<file path="config.mk">
export PLATFORM = sky130hd
export DESIGN_NAME = serial_sub_sequencer
export DESIGN_NICKNAME = d
export VERILOG_FILES = /design/src/rtl/subtractor_pkg.sv /design/src/rtl/fullSubtractor.sv /design/src/rtl/serial_sub_sequencer.sv
export SDC_FILE = /design/constraint.sdc
export NUM_CORES = 1
export LEC_CHECK = 0
export CORE_MARGIN = 4
export CORE_UTILIZATION = 55
export CTS_BUF_LIST = sky130_fd_sc_hd__clkbuf_8
export DETAILED_ROUTE_END_ITERATION = 7
export GPL_TIMING_DRIVEN = 0
export PLACE_DENSITY = 0.82
export SLEW_MARGIN = 20
export SYNTH_ARGS = -nofsm -noshare
export SYNTH_HDL_FRONTEND = slang
export SYNTH_SLANG_ARGS = --single-unit
</file>
<file path="constraint.sdc">
create_clock -name clk -period 3.6 [get_ports clk]
set_clock_uncertainty 0.2 [all_clocks]
set_input_delay 0.36 -clock clk [delete_from_list [all_inputs] [get_ports clk]]
set_output_delay 0.36 -clock clk [all_outputs]
set_load 0.05 [all_outputs]
</file>
<file path="src/rtl/subtractor_pkg.sv">
// Shared types and constants for the bit-serial subtractor.
// FSM encodings and default operand width.
package subtractor_pkg;

  localparam int N_DEF = 8;

  typedef enum logic [1:0] {
    IDLE = 2'd0,
    RUN  = 2'd1,
    DONE = 2'd2
  } state_e;

endpackage

</file>
<file path="src/rtl/fullSubtractor.sv">
// One-bit full subtractor cell: d = a - b - bin.
// bout is the borrow out of this bit.
module fullSubtractor (
  input  logic a,
  input  logic b,
  input  logic bin,
  output logic d,
  output logic bout
);

  assign d    = a ^ b ^ bin;
  assign bout = (~a & b) | (~(a ^ b) & bin);

endmodule

</file>
<file path="src/rtl/serial_sub_sequencer.sv">
// Bit-serial N-bit subtractor: one full-subtractor step per cycle.
// Result z/b/v is registered and updated only on completion.
module serial_sub_sequencer
  import subtractor_pkg::*;
#(
  parameter int N = N_DEF
) (
  input  logic         clk,
  input  logic         rst_n,
  input  logic         start,
  input  logic [N-1:0] x,
  input  logic [N-1:0] y,
  input  logic         bIn,
  output logic         busy,
  output logic         done,
  output logic [N-1:0] z,
  output logic         b,
  output logic         v
);

  localparam int CNT_W = $clog2(N);
  localparam logic [CNT_W-1:0] LAST = CNT_W'(N - 1);

  state_e           state_q, state_d;
  logic [CNT_W-1:0] cnt_q, cnt_d;
  logic [N-1:0]     x_q, x_d;
  logic [N-1:0]     y_q, y_d;
  logic [N-1:0]     w_q, w_d;
  logic             br_q, br_d;
  logic [N-1:0]     z_q, z_d;
  logic             b_q, b_d;
  logic             v_q, v_d;

  logic fs_d;
  logic fs_bout;

  fullSubtractor u_fs (
    .a    (x_q[cnt_q]),
    .b    (y_q[cnt_q]),
    .bin  (br_q),
    .d    (fs_d),
    .bout (fs_bout)
  );

  always_comb begin
    state_d = state_q;
    cnt_d   = cnt_q;
    x_d     = x_q;
    y_d     = y_q;
    w_d     = w_q;
    br_d    = br_q;
    z_d     = z_q;
    b_d     = b_q;
    v_d     = v_q;
    unique case (state_q)
      IDLE: begin
        if (start) begin
          state_d = RUN;
          x_d     = x;
          y_d     = y;
          br_d    = bIn;
          cnt_d   = '0;
        end
      end
      RUN: begin
        w_d[cnt_q] = fs_d;
        br_d       = fs_bout;
        cnt_d      = cnt_q + CNT_W'(1);
        if (cnt_q == LAST) begin
          state_d = DONE;
          cnt_d   = '0;
          z_d     = w_d;
          b_d     = fs_bout;
          v_d     = (w_d[N-1] ^ x_q[N-1])
                  & (y_q[N-1] ^ x_q[N-1]);
        end
      end
      DONE: state_d = IDLE;
      default: state_d = IDLE;
    endcase
  end

  always_ff @(posedge clk or negedge rst_n) begin
    if (!rst_n) begin
      state_q <= IDLE;
      cnt_q   <= '0;
      x_q     <= '0;
      y_q     <= '0;
      w_q     <= '0;
      br_q    <= 1'b0;
      z_q     <= '0;
      b_q     <= 1'b0;
      v_q     <= 1'b0;
    end else begin
      state_q <= state_d;
      cnt_q   <= cnt_d;
      x_q     <= x_d;
      y_q     <= y_d;
      w_q     <= w_d;
      br_q    <= br_d;
      z_q     <= z_d;
      b_q     <= b_d;
      v_q     <= v_d;
    end
  end

  // Status comes straight from state flops: no path from start.
  assign busy = (state_q == RUN);
  assign done = (state_q == DONE);
  assign z    = z_q;
  assign b    = b_q;
  assign v    = v_q;

endmodule

</file>
After elaboration in Yosys (flattened, before gate mapping)
Index checks and enable logic that the tools add are counted.
{"block": "op_classes", "add_sub_neg": 1, "n_lt_le_gt_ge": 2, "eq_ne": 5, "muxes": 15, "bitwise_logic": 10, "reduce_logical": 7}
{"operator": "8-bit bitwise mux", "count": 1}
{"operator": "2-bit AND reduction", "count": 4}
{"operator": "1-bit binary-select mux with 3-bit select", "count": 2}
{"operator": "3-bit two-way mux", "count": 2}
{"operator": "3-bit one-hot mux with 2 select lines", "count": 1}
{"operator": "3-bit by 4-bit < comparator with 1-bit output, second input constant", "count": 1}
{"operator": "1-bit two-way mux", "count": 4}
{"operator": "2-bit two-way mux", "count": 2}
{"operator": "2-bit one-hot mux with 2 select lines", "count": 1}
{"operator": "1-bit XOR", "count": 4}
{"operator": "3-bit by 1-bit adder with 3-bit output, second input constant", "count": 1}
{"operator": "1-bit AND", "count": 3}
{"operator": "1-bit demux with 3-bit select", "count": 1}
{"operator": "3-bit == test, second input constant", "count": 1}
{"operator": "3-bit by 1-bit >= comparator with 1-bit output, second input constant", "count": 1}
{"operator": "2-bit by 1-bit == test with 1-bit output, second input constant", "count": 1}
{"operator": "2-bit == test, second input constant", "count": 1}
{"operator": "2-bit logical NOT", "count": 1}
{"operator": "2-bit by 1-bit != test with 1-bit output, second input constant", "count": 1}
{"operator": "2-bit != test, second input constant", "count": 1}
{"operator": "1-bit NOT", "count": 2}
{"operator": "1-bit one-hot mux with 2 select lines", "count": 1}
{"operator": "2-bit nonzero test", "count": 1}
{"operator": "1-bit logical AND", "count": 1}
{"operator": "1-bit OR", "count": 1}
{"block": "totals", "register_bits": 40, "output_inout_bits": 12, "word_cells": 49}

Depth between registers and ports, before layout
{"block": "logic_depth", "depth_word": 7, "mapped_depth": 9, "ltp_nobuf": 8}

Hierarchy
Synthesis repeated with hierarchy kept, for this count alone.
{"block": "unflattened", "cells_unflattened": 168, "hier_area_um2": 1980.6}
{"module": "serial_sub_sequencer", "n_inst": 1, "cells_per_inst": 164, "area_per_inst_um2": 1949.4, "seq_area_each_um2": 1001.0}
{"module": "fullSubtractor", "n_inst": 1, "cells_per_inst": 4, "area_per_inst_um2": 31.3, "seq_area_each_um2": 0.0}

Worst setup path before layout
OpenSTA, ideal clock, no wires.
{"block": "synth_path", "kind": "register -> register", "startpoint": "register cnt_q[1]", "endpoint": "register v_q (netlist: v)", "arrival_time_ns": 2.228, "setup_slack_ns": 1.092, "stages_incl_launch_ff": 8, "n_path_buf": 0, "path_cell_list": "dfrtp_1 -> mux2_2 -> a22oi_1 -> o221ai_1 -> fa_1 -> mux2i_1 -> or3_1 -> a2bb2oi_1"}
{"block": "synth_via", "elab_chain_cells": 7, "word_cells_on_any_way": 16, "cone_classes": "order compare: 2; eq/ne: 1; mux: 7; bitwise: 4; reduce/logical: 2"}
{"element": "start: declaration", "line_no": "serial_sub_sequencer.sv:25", "text": "logic [CNT_W-1:0] cnt_q, cnt_d;"}
{"element": "start signal: assignment", "line_no": "serial_sub_sequencer.sv:96", "text": "cnt_q <= cnt_d;"}
{"element": "3-bit by 4-bit < comparator with 1-bit output (not written as such) (tied with other cells)", "line_no": "serial_sub_sequencer.sv:66", "text": "w_d[cnt_q] = fs_d;"}
{"element": "1-bit logical AND (not written as such) (tied with other cells)", "line_no": "serial_sub_sequencer.sv:66"}
{"element": "1-bit two-way mux (not written as such) / 1-bit XOR (equally long branches)", "line_no": "serial_sub_sequencer.sv:66, fullSubtractor.sv:11"}
{"element": "1-bit demux with 3-bit select / 1-bit XOR (equally long branches)", "line_no": "serial_sub_sequencer.sv:66, fullSubtractor.sv:11"}
{"element": "8-bit bitwise mux", "line_no": "serial_sub_sequencer.sv:66"}
{"element": "1-bit XOR", "line_no": "serial_sub_sequencer.sv:74", "text": "v_d = (w_d[N-1] ^ x_q[N-1])"}
{"element": "1-bit AND", "line_no": "serial_sub_sequencer.sv:75", "text": "& (y_q[N-1] ^ x_q[N-1]);"}
{"element": "end signal: assignment", "line_no": "serial_sub_sequencer.sv:103", "text": "v_q <= v_d;"}
{"element": "end: declaration", "line_no": "serial_sub_sequencer.sv:32", "text": "logic v_q, v_d;"}
Parallel ways exist; a longest one is shown, timed or not. The select of a mux whose other input is x is not followed.
A chain may end at the register's enable or synchronous reset.

Worst setup path in the final report
Ends and elaborated chain as after synthesis.

==> flow_summary.yaml <==
final_layout:
  stdcell_count: 242
  fin_nets: 219
  fillers: 242
  register_area_um2: 1000
  drive_above_1_share_pct: 27.6
  syn_to_final_growth_pct: 24.0
  diodes: 0
  multi_input_area_um2: 866
job:
  drv_cap: 0
synth:
  synth_edf_count: 0
  syn-instance-count: 156
  yosysSeqAreaShare_pct: 50.7
  syn_nets: 179
  syn_avg_cell_area_um2: 12.7
  synth_ff_type: "dfrtp_1"
  synthArstFlopShare_pct: 100
  synth_cell_types: 36
  synth_warnings: 0
  netlist_area_um2: 1970
  ys_seq_elements: 40
placed_design:
  dpl.hpwl_um: 2910
  gp_congestion: 0.791
  pre_cts_slack_ns: 0.783
  port_buffers: 31
  dp_cells: 234
worst_setup_path:
  critPathKind: "register to register"
  worst-r2r-setup-slack_ns: 0.75
  worstPathRequired_ns: 3.61
  cp_max_fo: 10
  crit_path_start_kind: "register"
  cp-end-kind: "register"
  arrival_ns: 2.86
sta:
  worst_pin_slew_ns: 0.518
  rsz0062_at_grt: "false"
  finalCriticalPeriod_ns: 2.85
  max_freq_mhz: 351
  finalSetupTns_ns: 0
  setup_slack_ns: 0.749
  maxSlewViolCount: 0
  relSlewSlack_pct: 65.4
  finalCritPeriodShare_pct: 79.2
  final-setup-viol-count: 0
  hold_violations: 0
die:
  io-pin-count: 32
  dieWidth_um: 67.9
  die_area_um2: 4610
  start_util_pct: 58.3
  fp.coreArea_um2: 3390
  die_y_um: 67.9
  rows: 21
power:
  power.density_nw_per_um2: 1040
  ir_drop_uv: 478
  p_leak_nw: 1.07
routing:
  wl_met3_um: 203
  num_vias: 1339
  dr.pass1.iters: 5
  wl_met1_um: 1550
  wl_per_cell_um: 15.6
  drtAntennaViolNets: 0
  wl_met2_um: 1970
  vias_per_cell: 5.53
  top_layer: "met4"
  drc: 0
  drtIter0Drc: 41
  drt_wl_total_um: 3780
clocking:
  cts_max_level: 2
  cts_made_buffers: 5
  clockBufferDepth: 2
  clk_pin_slew_ns: 0.07
  cts_setup_buffers: 0
  cts.sinks: 40
  clock_latency_ns: 0.29
  root_buffer: "clkbuf_8"
  cts_tree: "built"
status:
  status: "finished, final reports clean"
worst_hold_path:
  hold_path_class: "input pin to asynchronous set/reset pin"
global_routing:
  grt_max_degree: 31
  grt_usage_pct: 19.6
  grt_overflow: 0
  grt_pass1_vias: 1424
  grt_pass1_wl_um: 6580
  antenna_found_initial: 0
[through the flow]
step                util, %  instance area [um2]  power, mW  hold slack [ns]
floorplan                 -                 1970       1.88           -0.136
global placement       69.1                 2340       2.22            0.260
detailed placement     69.5                 2360       2.29           0.0497
CTS                    72.2                 2450       2.57            0.283
global route           72.2                 2450       2.73            0.303
finish                 72.2                 2450       2.55            0.280
[per-layer routing]
layer / track usage (%) / vias up
met3: 5.75 / 6
met4: 7.69 / 0
met5: 0 / -
met2: 33.4 / 41
li1: - / 631
met1: 23.2 / 661
[worst max-delay path: stages (launching register included)]
cell and delay (ns):
dfrtp_1 0.48, buf_6 0.20, mux2i_1 0.21, o21ai_0 0.11, nand2_1 0.09, o221ai_1 0.14
fa_1 0.66, mux2i_1 0.18, or3_1 0.34, a2bb2oi_1 0.17
[final timing paths]
kind / start / endpoint / depth (start not counted)
max: cnt_q[1]$_DFFE_PN0P_ / v$_DFFE_PN0P_ / 9
min: rst_n / y_q[0]$_DFFE_PN0P_ / 2
max reg2reg: cnt_q[1]$_DFFE_PN0P_ / v$_DFFE_PN0P_ / 9
min reg2reg: z[0]$_DFFE_PN0P_ / z[0]$_DFFE_PN0P_ / 2
max in group asynchronous: rst_n / y_q[1]$_DFFE_PN0P_ / 3
min in group clk: z[0]$_DFFE_PN0P_ / z[0]$_DFFE_PN0P_ / 2
[cells in the final DEF, fill, tap and decap left out, types with 4 or more instances in the layout]
cell and instances:
buf_6 6, clkbuf_8 6, clkdlybuf4s50_1 30, dfrtp_1 40, mux2_2 20, mux2_4 4, mux2i_1 10, nand2_1 19
nand3_1 4, nor2_1 4, o21ai_0 12
[layout make-up]
cell class / count / area share [%]
clock inverter: 2 / 0.511
inverter: 4 / 0.869
tap: 46 / 2.35
buffer: 8 / 3.53
multi-input combinational: 104 / 35.4
sequential: 40 / 40.9
clock buffer: 5 / 2.81
timing repair buffer: 33 / 13.7
[synthesized netlist by cell type (4+ instances only)]
library cell	number	area [um2]
nor2_1	4	15.0
mux2_4	4	60.1
nand2_1	19	71.3
o21ai_0	12	60.1
mux2i_1	10	100
nand3_1	4	20.0
buf_6	6	67.6
mux2_2	20	225
dfrtp_1	40	1000
[sequential cells by signal (all words and copies together) (netlist names)]
register,flops
y_q,8
w_q,8
state_q,2
cnt_q,3
x_q,8
z,8
v,1
br_q,1
b,1
[kinds of logic (layout without fill, tap and decap cells)]
kind of cell	count (synthesis)	in the layout	synth area share (%)
fa+ha+maj	3	3	2.28
flops	40	40	50.7
compound gates	23	23	7.42
buf+inv	12	52	5.45
mux	36	36	21.8
simple gates	42	42	12.4
[where the power goes]
group          internal [mW]  total (mW)  switching [mW]
Sequential             0.678       0.832           0.153
Clock                  0.131       0.274           0.143
Combinational          0.653        1.44           0.787
[timing repair]
item	4_1_cts	5_1_grt
hold endpoints to repair	10	0
resized for setup	0	0
hold buffers	1	0
No activity file was read; power rests on OpenSTA's default activity.
